$ cat src/rtl/game_pkg.sv
// Shared types and constants for the game-flow sequencer.
package game_pkg;

   typedef enum logic [2:0] {
      StHalted,
      StMainMenu,
      StPlay,
      StPaused,
      StLevelClear,
      StGameOver,
      StVictory
   } game_state_t;

   localparam logic [7:0] KEY_ENTER = 8'h28;
   localparam logic [7:0] KEY_ESC   = 8'h29;

   // One-hot map select; callers size-cast the result to their map count (at most 32).
   function automatic logic [31:0] map_onehot(input int unsigned idx);
      map_onehot = 32'd1 << idx;
   endfunction

endpackage

$ cat src/rtl/game_flow_ctrl_key_edge.sv
// Rising-edge detector for one keycode across all packed keyboard slots.
module key_edge #(
   parameter int unsigned KEY_SLOTS = 2,
   parameter logic [7:0]  KEY       = 8'h28
) (
   input  logic                   Clk,
   input  logic                   Reset,
   input  logic [8*KEY_SLOTS-1:0] keycode,
   input  logic                   load_halt,
   output logic                   ev
);

   logic hit;
   logic prev_q;

   // Key is pressed if any slot carries it.
   always_comb begin
      hit = 1'b0;
      for (int i = 0; i < KEY_SLOTS; i++) begin
         if (keycode[8*i +: 8] == KEY) hit = 1'b1;
      end
   end

   // Previous-press register; it also tracks the key while halted so a key held through
   // reset is already seen as "old" by the first menu cycle.
   always_ff @(posedge Clk) begin
      if (Reset) prev_q <= 1'b0;
      else       prev_q <= hit;
   end

   // No event is reported while halted.
   assign ev = hit & ~prev_q & ~load_halt;

endmodule

$ cat src/rtl/game_flow_ctrl.sv
// Game-flow sequencer: menu, play, pause, level-clear banner, game over and victory.
module game_flow_ctrl
   import game_pkg::*;
#(
   parameter int unsigned NUM_MAPS     = 3,
   parameter int unsigned KEY_SLOTS    = 2,
   parameter logic [7:0]  KEY_START    = KEY_ENTER,
   parameter logic [7:0]  KEY_PAUSE    = KEY_ESC,
   parameter int unsigned CLEAR_FRAMES = 120,
   localparam int unsigned MAP_W       = (NUM_MAPS > 1) ? $clog2(NUM_MAPS) : 1
) (
   input  logic                   Clk,
   input  logic                   Reset,
   input  logic [8*KEY_SLOTS-1:0] keycode,
   input  logic                   frame_tick,
   input  logic                   level_done,
   input  logic                   player_dead,
   output logic                   LD_MENU,
   output logic [NUM_MAPS-1:0]    LD_Map,
   output logic [MAP_W-1:0]       map_idx,
   output logic                   map_start,
   output logic                   Pause_En,
   output logic                   game_over,
   output logic                   victory
);

   localparam int unsigned CNT_W = $clog2(CLEAR_FRAMES + 1);

   game_state_t      state_q, state_d;
   logic [MAP_W-1:0] map_idx_d;
   logic [CNT_W-1:0] cnt_q, cnt_d;
   logic             ev_start, ev_pause;
   logic             halted;

   assign halted = (state_q == StHalted);

   key_edge #(
      .KEY_SLOTS (KEY_SLOTS),
      .KEY       (KEY_START)
   ) u_edge_start (
      .Clk       (Clk),
      .Reset     (Reset),
      .keycode   (keycode),
      .load_halt (halted),
      .ev        (ev_start)
   );

   key_edge #(
      .KEY_SLOTS (KEY_SLOTS),
      .KEY       (KEY_PAUSE)
   ) u_edge_pause (
      .Clk       (Clk),
      .Reset     (Reset),
      .keycode   (keycode),
      .load_halt (halted),
      .ev        (ev_pause)
   );

   // Next state, map index and banner counter.
   always_comb begin
      state_d   = state_q;
      map_idx_d = map_idx;
      cnt_d     = cnt_q;
      case (state_q)
         StHalted: state_d = StMainMenu;
         StMainMenu: begin
            if (ev_start) begin
               state_d   = StPlay;
               map_idx_d = '0;
            end
         end
         StPlay: begin
            if (player_dead) begin
               state_d = StGameOver;
            end else if (level_done) begin
               state_d = StLevelClear;
               cnt_d   = '0;
            end else if (ev_pause) begin
               state_d = StPaused;
            end
         end
         StPaused: begin
            if (ev_pause) state_d = StPlay;
         end
         StLevelClear: begin
            if (frame_tick) begin
               cnt_d = cnt_q + 1'b1;
               if (cnt_q == CNT_W'(CLEAR_FRAMES - 1)) begin
                  if (map_idx == MAP_W'(NUM_MAPS - 1)) begin
                     state_d = StVictory;
                  end else begin
                     map_idx_d = map_idx + 1'b1;
                     state_d   = StPlay;
                  end
               end
            end
         end
         StGameOver, StVictory: begin
            if (ev_start) state_d = StMainMenu;
         end
         default: state_d = StHalted;
      endcase
   end

   // State register with outputs registered from the next state, so they track state_q.
   always_ff @(posedge Clk) begin
      if (Reset) begin
         state_q   <= StHalted;
         map_idx   <= '0;
         cnt_q     <= '0;
         LD_MENU   <= 1'b0;
         LD_Map    <= '0;
         map_start <= 1'b0;
         Pause_En  <= 1'b0;
         game_over <= 1'b0;
         victory   <= 1'b0;
      end else begin
         state_q   <= state_d;
         map_idx   <= map_idx_d;
         cnt_q     <= cnt_d;
         LD_MENU   <= (state_d == StMainMenu);
         LD_Map    <= (state_d == StPlay || state_d == StPaused || state_d == StLevelClear)
                      ? NUM_MAPS'(map_onehot(32'(map_idx_d))) : '0;
         // Resuming from pause is not a map start.
         map_start <= (state_d == StPlay) &&
                      (state_q == StMainMenu || state_q == StLevelClear);
         Pause_En  <= (state_d == StPaused || state_d == StLevelClear);
         game_over <= (state_d == StGameOver);
         victory   <= (state_d == StVictory);
      end
   end

endmodule

$ cat config.mk
export PLATFORM = sky130hd
export DESIGN_NAME = game_flow_ctrl
export DESIGN_NICKNAME = d
export VERILOG_FILES = /design/src/rtl/game_pkg.sv /design/src/rtl/game_flow_ctrl_key_edge.sv /design/src/rtl/game_flow_ctrl.sv
export SDC_FILE = /design/constraint.sdc
export NUM_CORES = 1
export LEC_CHECK = 0
export BUFFER_PORTS_ARGS = -buffer_cell sky130_fd_sc_hd__buf_4
export CAP_MARGIN = 20
export CORE_ASPECT_RATIO = 0.75
export CORE_UTILIZATION = 55
export DETAILED_ROUTE_END_ITERATION = 10
export GPL_TIMING_DRIVEN = 0
export PLACE_DENSITY = 0.88
export SYNTH_ARGS = -nofsm -noshare
export SYNTH_HDL_FRONTEND = slang
export SYNTH_SLANG_ARGS = --single-unit
export TNS_END_PERCENT = 50
$ cat constraint.sdc
create_clock -name Clk -period 6.4 [get_ports Clk]
set_input_delay 0.32 -clock Clk [delete_from_list [all_inputs] [get_ports Clk]]
set_output_delay 0.32 -clock Clk [all_outputs]
set_load 0.01 [all_outputs]
==> impl_metrics.ini <==
[timing]
finClkSkew_ps = 1.88
relSlewSlack_pct = 64.0
totalNegativeSetupSlack_ps = 0
finalWorstPathRequiredPeriod_ps = 2270
grt_setup_unrepaired = false
timing_max_transition_violations_final = 0
achievable_frequency_ghz = 0.441
timing_worst_slew_pin_value_ps = 539
final.period_utilization_pct = 35.5
finalHoldViolCount = 0
setup_viol_count_final = 0

[die]
ioPinCount = 31
starting_density_of_the_core_pct = 62.3
die-height_um = 41.5
placement_rows = 13
core_area_um2 = 1840
floorplan.die_area_um2 = 2270
die_x_um = 54.7

[final_layout]
layout-area-overhead-vs-synth_pct = 25.2
num-nets-final = 190
multi_input_comb_area_um2 = 663
fill_cells = 139
regArea_um2 = 440
final_cell_area_um2 = 1430
antennaDiodeCount = 0
layout-drive-gt1-share_pct = 26.7

[clock_tree]
cts_root_buf = sky130_fd_sc_hd__clkbuf_4
cts.htree.levels = 1
hold_buffers = 0
clkLatencyLatePin_ps = 310
worst_setup_hold_path_clk_slew_ps = 120
postCtsSetupBuffers = 0
cts_buffers = 3
cts_resized = 0
clock_path_buffers = 2
cts_sinks = 22
cts_tree = done

[synthesis]
synth.top_cells.by_area = sky130_fd_sc_hd__dfxtp_1 38%, sky130_fd_sc_hd__nor2_1 5.6%, sky130_fd_sc_hd__xor2_1 3.8%
netlist.top_cell.by_area = sky130_fd_sc_hd__dfxtp_1
synth_sequential_area_ratio_pct = 38.5
count_of_cell_types_in_the_netlist = 46
synth_edf_count = 0
synth.avg_cell_area_um2 = 8.74
mappedNetlistNets = 155
synthesis.instances = 131
postSynthRegisterBits = 22
netlist.area_leader.share_pct = 38.5
most_used_flip_flop_cell_after_synthesis = sky130_fd_sc_hd__dfxtp_1
synth.most_common_cell = sky130_fd_sc_hd__dfxtp_1
synthesis.area_um2 = 1140
yosysWarningCount = 0
synth.cells.most_frequent = 22 x sky130_fd_sc_hd__dfxtp_1, 17 x sky130_fd_sc_hd__nor2_1, 10 x sky130_fd_sc_hd__nand2_1
synth-async-reset-ratio_pct = 0

[hold_path]
hp-start = keycode[7]
hold_path_cells = 4
min_delay_worst_endpoint = u_edge_start.prev_q$_SDFF_PP0_
min-delay-path-class = in -> reg

[drt]
vias_per_cell = 5.95
drt.antenna.violating_nets = 0
drt_iter0_markers = 61
wl_per_cell_um = 14.8
via_count = 1112
detail_route.first_pass.iterations = 4
postRouteWirelength_um = 2770
drc_errors_left = 0

[pwr]
power_density_nw_per_um2 = 164
power.total_mw = 0.235
worst_vdd_drop_v = 0.000155
p_leak_nw = 0.561

[critical_path]
worst_r2r_startpoint = state_q[0]$_SDFF_PP0_
critical_path_arrival_ps = 2450
cp_data_required_time_ps = 6580
cp-start-kind = input port
r2r_slack_ps = 4150
worst_r2r_path_depth = 8
nature_of_the_critical_path_endpoint = register
path_class = in -> reg
largest_driver_fanout_on_the_critical_path = 5
critPathLaunch = keycode[6]
r2r-end = LD_Map[1]$_SDFF_PP0_

[global_route]
grt_util_all_layers_pct = 27.6
via_count_of_the_first_global_routing_pass = 1036
gr_util_met1_pct = 37.2
grt.busiest_layer = met2
grt_max_degree = 13
sum_of_overflow_across_all_layers_after_global_routing = 0
met3_usage_pct = 9.89
antenna_violations_before_repair = 0
gr-usage-met2_pct = 40.0
grt_pass1_wl_um = 4600

[placement]
gp_routability_congestion = 0.905
placed_cell_area_um2 = 1400
io_buffers = 30
place.detailed.hpwl_um = 2140

[flow_run]
max_cap_violations = 0

[outcome]
run_status = finished, final reports clean
final cells by class:
| type | count | share of cell area, % |
|---|---|---|
| Multi-Input combinational cell | 98 | 46.2 |
| Tap cell | 22 | 1.92 |
| Timing Repair Buffer | 30 | 15.7 |
| Inverter | 7 | 1.83 |
| Clock buffer | 4 | 2.53 |
| Buffer | 4 | 1.05 |
| Sequential cell | 22 | 30.7 |
critical path, cell delays in order:
cell	delay [ps]
sky130_fd_sc_hd__buf_4	110
sky130_fd_sc_hd__or4b_4	550
sky130_fd_sc_hd__nor3_1	190
sky130_fd_sc_hd__a22oi_1	140
sky130_fd_sc_hd__or4_1	440
sky130_fd_sc_hd__a41oi_2	350
sky130_fd_sc_hd__o21a_1	290
sky130_fd_sc_hd__nor3_1	70
power breakdown:
group,internal [mW],total (mW),switching (mW)
Combinational,0.0114,0.0212,0.00980
Sequential,0.138,0.138,0.000413
Clock,0.0347,0.0759,0.0412
Total,0.184,0.235,0.0514
metal layers:
metal,routed length (µm),vias to the layer above
met5,0,-
met4,36,0
met1,1290,521
met3,169,6
met2,1280,48
li1,-,537
cell usage in the layout, fill, tap and decap left out, types with 2 or more instances in the layout:
| cell | count |
|---|---|
| sky130_fd_sc_hd__a21oi_1 | 7 |
| sky130_fd_sc_hd__a31oi_1 | 2 |
| sky130_fd_sc_hd__buf_4 | 30 |
| sky130_fd_sc_hd__clkbuf_1 | 4 |
| sky130_fd_sc_hd__clkbuf_4 | 3 |
| sky130_fd_sc_hd__dfxtp_1 | 22 |
| sky130_fd_sc_hd__ha_1 | 3 |
| sky130_fd_sc_hd__inv_1 | 7 |
| sky130_fd_sc_hd__nand2_1 | 10 |
| sky130_fd_sc_hd__nand2b_1 | 4 |
| sky130_fd_sc_hd__nand3_1 | 4 |
| sky130_fd_sc_hd__nor2_1 | 17 |
| sky130_fd_sc_hd__nor2b_1 | 3 |
| sky130_fd_sc_hd__nor3_1 | 4 |
| sky130_fd_sc_hd__o21ai_0 | 3 |
| sky130_fd_sc_hd__o21bai_1 | 2 |
| sky130_fd_sc_hd__o22ai_1 | 2 |
| sky130_fd_sc_hd__or3_1 | 2 |
| sky130_fd_sc_hd__or4_1 | 2 |
| sky130_fd_sc_hd__xor2_1 | 5 |
registers in the layout, indices dropped and copies added, names as in the netlist:
signal	flops
map_idx	2
Pause_En	1
u_edge_start.prev_q	1
u_edge_pause.prev_q	1
game_over	1
cnt_q	7
state_q	3
victory	1
LD_MENU	1
map_start	1
LD_Map	3
cell families after synthesis:
logic type | Yosys count | share of synthesized area (%)
AOI/OAI and AO/OA | 28 | 18.1
adders and majority gates | 3 | 3.28
DFF | 22 | 38.5
buffers and inverters | 11 | 3.61
and+or+nand+nor | 61 | 31.9
xor gates and xnor gates | 6 | 4.59
how the worst max path moves through the flow:
stage	endpoint	depth (start not counted)
after floorplan	LD_Map[1]$_SDFF_PP0_	7
after global routing	LD_Map[2]$_SDFF_PP0_	8
after global placement	LD_Map[1]$_SDFF_PP0_	8
after CTS	LD_Map[1]$_SDFF_PP0_	8
final	LD_Map[1]$_SDFF_PP0_	8
after detailed placement	LD_Map[1]$_SDFF_PP0_	8
through the flow:
stage / utilization (%) / hold WS (ps) / setup WS (ps) / instances
after floorplan: - / 466 / 4130 / 131
after global placement: 76.0 / 487 / 3840 / 183
after detailed placement: 76.0 / 513 / 3840 / 183
after CTS: 78.0 / 314 / 4150 / 187
after global routing: 78.0 / 323 / 3950 / 187
final: 78.0 / 315 / 4130 / 187
(Power assumes the default switching activity.)
